<file path="config.mk">
export PLATFORM = sky130hd
export DESIGN_NAME = wash_phase_sequencer
export DESIGN_NICKNAME = d
export VERILOG_FILES = /design/src/rtl/wash_phase_sequencer_pkg.sv /design/src/rtl/wash_tick_timer.sv /design/src/rtl/wash_phase_sequencer.sv
export SDC_FILE = /design/constraint.sdc
export NUM_CORES = 1
export LEC_CHECK = 0
export ABC_AREA = 1
export BUFFER_PORTS_ARGS = -buffer_cell sky130_fd_sc_hd__buf_2
export CELL_PAD_IN_SITES_DETAIL_PLACEMENT = 0
export CELL_PAD_IN_SITES_GLOBAL_PLACEMENT = 1
export CORE_MARGIN = 2
export CORE_UTILIZATION = 42
export CTS_CLUSTER_DIAMETER = 50
export DETAILED_ROUTE_END_ITERATION = 10
export PLACE_DENSITY_LB_ADDON = 0.1
export SYNTH_ARGS = -nofsm -noshare
export SYNTH_HDL_FRONTEND = slang
export SYNTH_SLANG_ARGS = --single-unit
</file>
<file path="constraint.sdc">
create_clock -name clock -period 6.36 [get_ports clock]
set_clock_uncertainty 0.2 [all_clocks]
set_input_delay 0.636 -clock clock [delete_from_list [all_inputs] [get_ports clock]]
set_output_delay 0.636 -clock clock [all_outputs]
set_load 0.05 [all_outputs]
</file>
<file path="src/rtl/wash_phase_sequencer_pkg.sv">
// Shared types for the wash phase sequencer: phase encoding, program table
// and small helpers for program selection and phase ordering.
package wash_phase_sequencer_pkg;

  localparam int TICK_W = 8;
  localparam int NUM_PROGS = 6;

  typedef enum logic [2:0] {
    ST_IDLE  = 3'd0,
    ST_FILL  = 3'd1,
    ST_WASH  = 3'd2,
    ST_DRAIN = 3'd3,
    ST_RINSE = 3'd4,
    ST_SPIN  = 3'd5,
    ST_DONE  = 3'd6,
    ST_FAULT = 3'd7
  } phase_e;

  typedef struct packed {
    logic [TICK_W-1:0] wash;
    logic [TICK_W-1:0] rinse;
    logic [TICK_W-1:0] spin;
  } prog_t;

  function automatic prog_t prog_lookup(input logic [2:0] idx);
    prog_t p;
    case (idx)
      3'd0:    p = '{wash: 8'd4,  rinse: 8'd3, spin: 8'd2};
      3'd1:    p = '{wash: 8'd8,  rinse: 8'd4, spin: 8'd4};
      3'd2:    p = '{wash: 8'd12, rinse: 8'd6, spin: 8'd6};
      3'd3:    p = '{wash: 8'd6,  rinse: 8'd0, spin: 8'd8};
      3'd4:    p = '{wash: 8'd2,  rinse: 8'd2, spin: 8'd2};
      3'd5:    p = '{wash: 8'd16, rinse: 8'd8, spin: 8'd8};
      default: p = '{wash: 8'd0,  rinse: 8'd0, spin: 8'd0};
    endcase
    return p;
  endfunction

  function automatic logic is_onehot(input logic [NUM_PROGS-1:0] sel);
    return (sel != '0) && ((sel & (sel - 6'd1)) == '0);
  endfunction

  function automatic logic [2:0] onehot_index(input logic [NUM_PROGS-1:0] sel);
    logic [2:0] idx;
    idx = '0;
    for (int k = 0; k < NUM_PROGS; k++) begin
      if (sel[k]) idx = 3'(k);
    end
    return idx;
  endfunction

  // Successor of a timed phase that ran to completion; zero-tick phases are skipped.
  function automatic phase_e next_phase(input phase_e cur, input prog_t p, input logic cancelled);
    phase_e nxt;
    case (cur)
      ST_FILL:  nxt = (p.wash != '0) ? ST_WASH : ST_DRAIN;
      ST_WASH:  nxt = ST_DRAIN;
      ST_DRAIN: begin
        if (cancelled)            nxt = ST_IDLE;
        else if (p.rinse != '0)   nxt = ST_RINSE;
        else if (p.spin != '0)    nxt = ST_SPIN;
        else                      nxt = ST_DONE;
      end
      ST_RINSE: nxt = (p.spin != '0) ? ST_SPIN : ST_DONE;
      ST_SPIN:  nxt = ST_DONE;
      default:  nxt = ST_IDLE;
    endcase
    return nxt;
  endfunction

endpackage

</file>
<file path="src/rtl/wash_tick_timer.sv">
// Phase timer: a TICK_DIV-cycle prescaler feeding a tick counter, with a
// synchronous clear and a terminal-count flag for the last cycle of the phase.
module wash_tick_timer
  import wash_phase_sequencer_pkg::*;
#(
  parameter int TICK_DIV = 4
) (
  input  logic              clock,
  input  logic              reset_n,
  input  logic              clear,
  input  logic [TICK_W-1:0] target,
  output logic              tick,
  output logic              expire
);

  localparam int PW = (TICK_DIV > 1) ? $clog2(TICK_DIV) : 1;

  logic [PW-1:0]     presc;
  logic [TICK_W-1:0] cnt;

  assign tick   = (presc == PW'(TICK_DIV - 1));
  assign expire = tick && ((cnt + TICK_W'(1)) == target);

  always_ff @(posedge clock or negedge reset_n) begin
    if (!reset_n) begin
      presc <= '0;
      cnt   <= '0;
    end else if (clear) begin
      presc <= '0;
      cnt   <= '0;
    end else if (tick) begin
      presc <= '0;
      cnt   <= cnt + TICK_W'(1);
    end else begin
      presc <= presc + PW'(1);
    end
  end

endmodule

</file>
<file path="src/rtl/wash_phase_sequencer.sv">
// Washing-machine phase sequencer: program-driven timed phases with cancel,
// out-of-balance retry and fault handling.
module wash_phase_sequencer
  import wash_phase_sequencer_pkg::*;
#(
  parameter int TICK_DIV    = 4,
  parameter int FILL_TICKS  = 8,
  parameter int DRAIN_TICKS = 6
) (
  input  logic       clock,
  input  logic       reset_n,
  input  logic [5:0] prog_sel,
  input  logic       start,
  input  logic       coin_ok,
  input  logic       lid_closed,
  input  logic       cancel,
  input  logic       out_of_balance,
  input  logic       motor_failure,
  output logic [2:0] phase,
  output logic       valve_open,
  output logic       motor_on,
  output logic       motor_dir,
  output logic       spin_fast,
  output logic       drain_pump,
  output logic       door_lock,
  output logic       time_out,
  output logic       busy,
  output logic       done,
  output logic       fault
);

  phase_e            state, state_n;
  logic [2:0]        prog_idx, prog_n;
  logic              cancel_flag, cancel_n;
  logic              retry_flag, retry_n;
  logic              dir;
  logic              time_out_c;
  logic              timed;
  logic              tick, expire;
  logic [TICK_W-1:0] target;
  prog_t             prog;

  assign prog  = prog_lookup(prog_idx);
  assign timed = (state >= ST_FILL) && (state <= ST_SPIN);

  // A redistribution pass through RINSE still needs a duration when the program has no rinse.
  always_comb begin
    target = '0;
    case (state)
      ST_FILL:  target = TICK_W'(FILL_TICKS);
      ST_WASH:  target = prog.wash;
      ST_DRAIN: target = TICK_W'(DRAIN_TICKS);
      ST_RINSE: target = (prog.rinse == '0) ? TICK_W'(1) : prog.rinse;
      ST_SPIN:  target = prog.spin;
      default:  target = '0;
    endcase
  end

  wash_tick_timer #(
    .TICK_DIV (TICK_DIV)
  ) u_timer (
    .clock   (clock),
    .reset_n (reset_n),
    .clear   ((state_n != state) || !timed),
    .target  (target),
    .tick    (tick),
    .expire  (expire)
  );

  always_comb begin
    state_n    = state;
    prog_n     = prog_idx;
    cancel_n   = cancel_flag;
    retry_n    = retry_flag;
    time_out_c = 1'b0;
    case (state)
      ST_IDLE: begin
        if (start && coin_ok && lid_closed && is_onehot(prog_sel)) begin
          state_n = ST_FILL;
          prog_n  = onehot_index(prog_sel);
        end
      end
      ST_FILL, ST_WASH, ST_DRAIN, ST_RINSE, ST_SPIN: begin
        if (motor_failure || !lid_closed) begin
          state_n = ST_FAULT;
        end else if (cancel && (state != ST_DRAIN)) begin
          state_n  = ST_DRAIN;
          cancel_n = 1'b1;
        end else if (out_of_balance && (state == ST_SPIN)) begin
          if (retry_flag) begin
            state_n = ST_FAULT;
          end else begin
            state_n = ST_RINSE;
            retry_n = 1'b1;
          end
        end else begin
          // Cancel while draining only marks the run; the drain itself still completes.
          if (cancel) cancel_n = 1'b1;
          if (expire) begin
            time_out_c = 1'b1;
            state_n    = next_phase(state, prog, cancel_n);
          end
        end
      end
      ST_DONE:  state_n = ST_IDLE;
      ST_FAULT: begin
        if (cancel && !motor_failure) state_n = ST_IDLE;
      end
      default:  state_n = ST_IDLE;
    endcase
    if (state_n == ST_IDLE) begin
      cancel_n = 1'b0;
      retry_n  = 1'b0;
    end
  end

  always_ff @(posedge clock or negedge reset_n) begin
    if (!reset_n) begin
      state       <= ST_IDLE;
      prog_idx    <= '0;
      cancel_flag <= 1'b0;
      retry_flag  <= 1'b0;
    end else begin
      state       <= state_n;
      prog_idx    <= prog_n;
      cancel_flag <= cancel_n;
      retry_flag  <= retry_n;
    end
  end

  always_ff @(posedge clock or negedge reset_n) begin
    if (!reset_n) begin
      dir <= 1'b0;
    end else if (state_n != state) begin
      dir <= 1'b0;
    end else if (tick && ((state == ST_WASH) || (state == ST_RINSE))) begin
      dir <= ~dir;
    end
  end

  assign phase      = state;
  assign valve_open = (state == ST_FILL);
  assign motor_on   = (state == ST_WASH) || (state == ST_RINSE) || (state == ST_SPIN);
  assign motor_dir  = dir && ((state == ST_WASH) || (state == ST_RINSE));
  assign spin_fast  = (state == ST_SPIN);
  assign drain_pump = (state == ST_DRAIN) || (state == ST_SPIN);
  assign busy       = (state != ST_IDLE);
  assign door_lock  = busy && (state != ST_FAULT);
  assign time_out   = time_out_c;
  assign done       = (state == ST_DONE);
  assign fault      = (state == ST_FAULT);

endmodule

</file>
==> results.py, run 1 <==
metrics = {
    "global_routing": {
        "gr-total-overflow": 0,
        "grt_pass1_vias": 1569,
        "grt_max_degree": 20,
        "grt_pass1_wl_mm": 7.36,
        "track_usage_pct": 21.5,
        "antenna_found_initial": 0,
    },
    "timing": {
        "hold-worst-slack_ps": 105,
        "drv_slew": 0,
        "setup_tns_ps": 0,
        "setup_viol": 0,
        "timing.final.crit_share_pct": 46.4,
        "grt_setup_unrepaired": "no",
        "hold_viol": 0,
        "setup_slack_ps": 3410,
        "tightest_slew_ps": 470,
        "relSlewSlack_pct": 68.7,
        "finalCriticalPeriod_ps": 2950,
        "clock.fmax_mhz": 339,
    },
    "setup_path": {
        "crit_fanout": 6,
        "crit_required_ps": 5520,
        "cp-end-kind": "primary output",
        "reg2reg_slack_ps": 3720,
        "cp-start-kind": "flop",
        "path_class": "flop to primary output",
        "arrival_ps": 2120,
    },
    "detailed_routing": {
        "drt_iter0_drc": 84,
        "maxUsedRoutingLayer": "met4",
        "vias": 1803,
        "avgViaCountPerCell": 5.15,
        "wl_met1_mm": 2.24,
        "routed-wl-met2_mm": 1.82,
        "drc": 0,
        "dr_wl_met3_um": 178,
        "routed_wirelength_mm": 4.29,
        "ant_nets": 0,
        "routedWlPerCell_um": 12.2,
        "dr.pass1.iters": 4,
    },
    "clocking": {
        "cts_root_buf": "clkbuf_8",
        "ctsResizeCount": 0,
        "postCtsHoldBufs": 0,
        "clock_path_buffers": 2,
        "numClockSinks": 19,
        "cts.clk_slew.worst_paths_ps": 80,
        "numCtsBuffers": 3,
        "insertion_delay_ps": 270,
        "htree_levels": 1,
        "cts_tree": "built",
        "cts_setup_buffers": 0,
    },
    "yosys": {
        "yosysTopAreaCell": "dfrtp_1",
        "synth_fp_nets": 289,
        "synthArstFlopShare_pct": 100,
        "synth_commonest_cells": "80 x nand2_1, 38 x inv_1, 38 x nor2_1",
        "yosysUniqueCellTypes": 30,
        "syn_inst": 273,
        "ys.flop_type": "dfrtp_1",
        "synth_xor_area_share_pct": 1.05,
        "synth_top_family_by_area": "simple AND/OR/NAND/NOR gates",
        "synth_edf_count": 0,
        "synth_compound_area_share_pct": 11.0,
        "netlist_top_cells_area": "dfrtp_1 28%, nand2_1 18%, inv_1 8.5%",
        "ys_warn_count": 0,
        "synthAdderAreaFrac_pct": 1.50,
        "avgSynthCellArea_um2": 6.12,
        "synthesis.area_mm2": 0.00167,
        "synth_top_area_share_pct": 28.5,
        "synth.most_common_cell": "nand2_1",
        "synth_seq_area_share_pct": 28.5,
        "yosys.area_share.simple_pct": 47.9,
        "yosys_register_bits": 19,
        "yosys-mux-area-fraction_pct": 0,
    },
    "placed_design": {
        "dpl.hpwl_mm": 3.41,
        "port_buffers": 26,
        "dp.cells": 346,
        "gp_congestion": 0.868,
        "dp_slack_ps": 3710,
    },
    "floorplanning": {
        "dieHeight_um": 67.1,
        "core-area_mm2": 0.00374,
        "start_util_pct": 44.6,
        "dieArea_mm2": 0.00450,
        "row_count": 22,
        "die_x_um": 67.1,
        "ios": 27,
    },
    "power": {
        "ir_drop_uv": 166,
        "p_leak_nw": 1.03,
        "p_per_area_mw_per_mm2": 388,
    },
    "job": {
        "drv_cap": 0,
    },
    "outcome": {
        "status": "completed",
    },
    "final_layout": {
        "antenna_cells": 0,
        "syn2layout_area_growth_pct": 13.9,
        "final_nets": 319,
        "post-route-util_pct": 50.8,
        "drive_above_1_share_pct": 18.9,
        "stdcell_count": 350,
    },
    "worst_hold_path": {
        "hp-class": "primary input to async pin",
    },
}
## cell type report
class,instances,area [um^2]
clock buffer,3,41.3
clock inverter,1,5.00
fill,420,1840
inverter,44,165
multi-input combinational,209,1030
sequential,19,475
tap,48,60.1
timing repair buffer,26,130
## kinds of logic (layout without fill, tap and decap cells)
group / Yosys count / count (layout)
simple gates: 174 / 174
buf+inv: 45 / 74
compound gates: 31 / 31
flops: 19 / 19
fa+ha+maj: 2 / 2
xor+xnor: 2 / 2
## registers in the layout, summed over array words and instances (netlist names)
| name | cells |
|---|---|
| cancel_flag | 1 |
| dir | 1 |
| phase | 3 |
| prog_idx | 3 |
| retry_flag | 1 |
| u_timer.cnt | 8 |
| u_timer.presc | 2 |
## cells in the final DEF (no fill, tap or decap), types with 2 or more instances in the layout
master	count
a21oi_1	7
ha_1	2
nor3_1	4
nand2_2	3
nor2_4	2
nor2_1	38
nor2_2	9
dfrtp_1	19
nand3_1	23
o21ai_0	16
nand3_2	5
clkbuf_8	3
inv_1	38
inv_2	5
buf_2	26
nand4_1	7
nand2_1	80
## worst max-delay path, cell delays in order (launching register included)
cell,delay (ps)
dfrtp_1,450
ha_1,250
nand2_1,90
inv_1,60
nor2_1,150
inv_1,100
nand2_1,110
nand2_1,60
nor2_1,130
nand3_1,90
nor2_1,90
buf_2,260
## power breakdown
part | switching (mW) | leakage (nW) | total [mW] | internal [mW]
clock network | 0.0488 | 0.0255 | 0.0927 | 0.0439
logic | 0.362 | 0.759 | 0.478 | 0.117
registers | 0.0274 | 0.248 | 0.167 | 0.140
total | 0.438 | 1.03 | 0.738 | 0.300
## path summary, 6_finish.rpt
check                                      start                to  cells past startpoint
worst max-delay path              u_timer.cnt[0]          time_out                     11
worst min-delay path                     reset_n    u_timer.cnt[5]                      1
worst max register to register    u_timer.cnt[0]    u_timer.cnt[4]                     16
worst min register to register  u_timer.presc[0]  u_timer.presc[0]                      2
max in group asynchronous                reset_n          phase[2]                      1
min in group clock              u_timer.presc[0]  u_timer.presc[0]                      2
## per-stage QoR
step	power (mW)	instance area (um^2)
finish	0.738	1900
global route	0.795	1900
CTS	0.736	1900
detailed placement	0.643	1860
global placement	0.648	1860
floorplan	0.537	1670
## routing by layer
layer,GRT usage [%],vias to the layer above
met5,0,-
met4,5.36,0
met3,3.04,6
met2,31.8,35
met1,32.4,833
li1,-,929
(Power assumes the default switching activity.)
==> run 2, diff against run 1 <==
Settings changed: CORE_UTILIZATION 42 to 35.
Clock period 6.36 ns to 2.7 ns, I/O delays scaled along.
==> run 2 against run 1 <==
Count of clock-buffer cells in the layout is the same. Wire length increased by 12%. Sequential power is 140% higher. Largest cell class unchanged. Highest routed layer unchanged.
==> results.py, run 2 (same netlist as run 1, synthesis figures left out) <==
metrics = {
    "global_routing": {
        "track_usage_pct": 18.4,
        "antenna_found_initial": 0,
        "gr-total-overflow": 0,
        "grt_max_degree": 20,
        "grt_pass1_wl_mm": 7.67,
        "grt_pass1_vias": 1688,
    },
    "placed_design": {
        "dp.cells": 361,
        "placed_area_mm2": 0.00195,
        "dp_slack_ps": -7.73,
        "port_buffers": 26,
        "dpl.hpwl_mm": 3.80,
        "gp_congestion": 0.860,
    },
    "setup_path": {
        "r2r_cells": 16,
        "crit_top_cell": "nand2_1",
        "cp-start-kind": "flop",
        "crit_required_ps": 2680,
        "arrival_ps": 2530,
        "cp-end-kind": "flop",
        "crit_path_max_incr_delay_ps": 410,
        "reg2reg_slack_ps": 160,
        "worst-path-buf-inv": 2,
        "slowest_stage": "dfrtp_1",
        "crit_path_start": "u_timer.cnt[1]",
        "path_class": "flop to flop",
        "critPathTopFamily": "simple AND/OR/NAND/NOR gates",
        "crit_fanout": 5,
        "r2r_start": "u_timer.cnt[1]",
        "cp_cell_sequence": "ha_2, nand2_1, inv_1, nor2_1, inv_1, nand2_1, nand2_1, nor2_4, nand4_1, nand3_1, nand2_2, nand2_1, nand2_1, nor2_4, nand3_4, nor2_1",
        "timing.rr.end": "u_timer.cnt[6]",
    },
    "timing": {
        "hold-worst-slack_ps": 85.6,
        "setup_slack_ps": 156,
        "grt_setup_unrepaired": "yes",
        "setup_tns_ps": 0,
        "hold_viol": 0,
        "setup_viol": 0,
        "relSlewSlack_pct": 71.0,
        "finalCriticalPeriod_ps": 2540,
        "timing.final.crit_share_pct": 94.2,
        "tightest_slew_ps": 435,
        "drv_slew": 0,
        "clock.fmax_mhz": 393,
    },
    "final_layout": {
        "drive_above_1_share_pct": 26.9,
        "antenna_cells": 0,
        "regMostFlops": "u_timer.cnt",
        "final_cell_mix": "78 x nand2_1, 37 x inv_1, 33 x nor2_1, 26 x buf_2, 21 x nand3_1",
        "final_design_area_no_fill_mm2": 0.00210,
        "syn2layout_area_growth_pct": 25.6,
        "largest_reg_flops": 8,
        "stdcell_count": 370,
        "post-route-util_pct": 45.0,
        "final_common_cell": "nand2_1",
        "final_nets": 333,
        "nFillCells": 496,
    },
    "worst_hold_path": {
        "hold_end": "cancel_flag",
        "hp-class": "primary input to flop",
        "min_from": "cancel",
        "worstHoldPathCells": 3,
    },
    "detailed_routing": {
        "drt_iter0_drc": 65,
        "dr.pass1.iters": 4,
        "ant_nets": 0,
        "routed_wirelength_mm": 4.80,
        "drc": 0,
        "avgViaCountPerCell": 4.98,
        "vias": 1842,
        "routedWlPerCell_um": 13.0,
    },
    "power": {
        "ir_drop_uv": 510,
        "p_leak_nw": 1.09,
        "p_per_area_mw_per_mm2": 921,
        "power.total_mw": 1.93,
    },
    "floorplanning": {
        "ios": 27,
        "die_x_um": 73.1,
        "core-area_mm2": 0.00466,
        "start_util_pct": 35.8,
        "dieHeight_um": 73.1,
        "dieArea_mm2": 0.00534,
        "row_count": 25,
    },
    "clocking": {
        "numClockSinks": 19,
        "cts.clk_slew.worst_paths_ps": 70,
        "htree_levels": 1,
        "insertion_delay_ps": 250,
        "numCtsBuffers": 3,
        "cts_tree": "built",
        "clock_path_buffers": 2,
        "cts_root_buf": "clkbuf_8",
    },
    "job": {
        "drv_cap": 0,
    },
    "outcome": {
        "status": "completed",
    },
}
-- run 2: worst register-to-register path, cell delays in order (launching register included) --
cell     delay (ps)
dfrtp_1         410
ha_2            200
nand2_1          90
inv_1            60
nor2_1          170
inv_1           110
nand2_1          90
nand2_1          90
nor2_4          140
nand4_1          90
nand3_1         140
nand2_2          80
nand2_1          70
nand2_1          80
nor2_4          190
nand3_4         130
nor2_1          130
-- run 2: cell type report --
type	count	area, um^2	area share [%]
Clock buffer	3	41.3	1.97
Timing Repair Buffer	39	230	11.0
Multi-Input combinational cell	210	1110	52.8
Clock inverter	1	7.51	0.358
Inverter	44	165	7.87
Tap cell	54	67.6	3.22
Sequential cell	19	479	22.8
-- run 2: power breakdown --
| group | leakage [nW] | total (mW) | switching (mW) | internal, mW |
|---|---|---|---|---|
| combinational | 0.825 | 1.33 | 0.954 | 0.378 |
| sequential | 0.245 | 0.403 | 0.0695 | 0.334 |
| clock | 0.0217 | 0.198 | 0.0938 | 0.104 |
| total | 1.09 | 1.93 | 1.12 | 0.816 |
-- run 2: what timing repair did --
action                                  CTS  global route
endpoints found under the hold margin    19             0
hold buffers                              1             0
endpoints found under the setup margin    2            13
cloned                                    0             1
pin swaps                                 0             2
gates resized for setup                   0            18
buffers inserted                          1             2
-- run 2: worst max path at each step --
stage                  endpoint  slack (ps)  cells after the start
3_3_place_gp     u_timer.cnt[0]          70                     17
5_1_grt          u_timer.cnt[6]         -60                     19
4_1_cts        u_timer.presc[0]          30                     17
6_report         u_timer.cnt[6]         160                     16
3_5_place_dp   u_timer.presc[0]          -8                     17
2_1_floorplan    u_timer.cnt[0]          40                     16
-- run 2: per-layer routing --
layer	routed length (um)	GRT usage, %	vias to the layer above
met1	2310	25.3	842
met2	2290	30.4	36
met5	0	0	-
li1	-	-	957
met4	76	5.56	0
met3	121	1.93	7
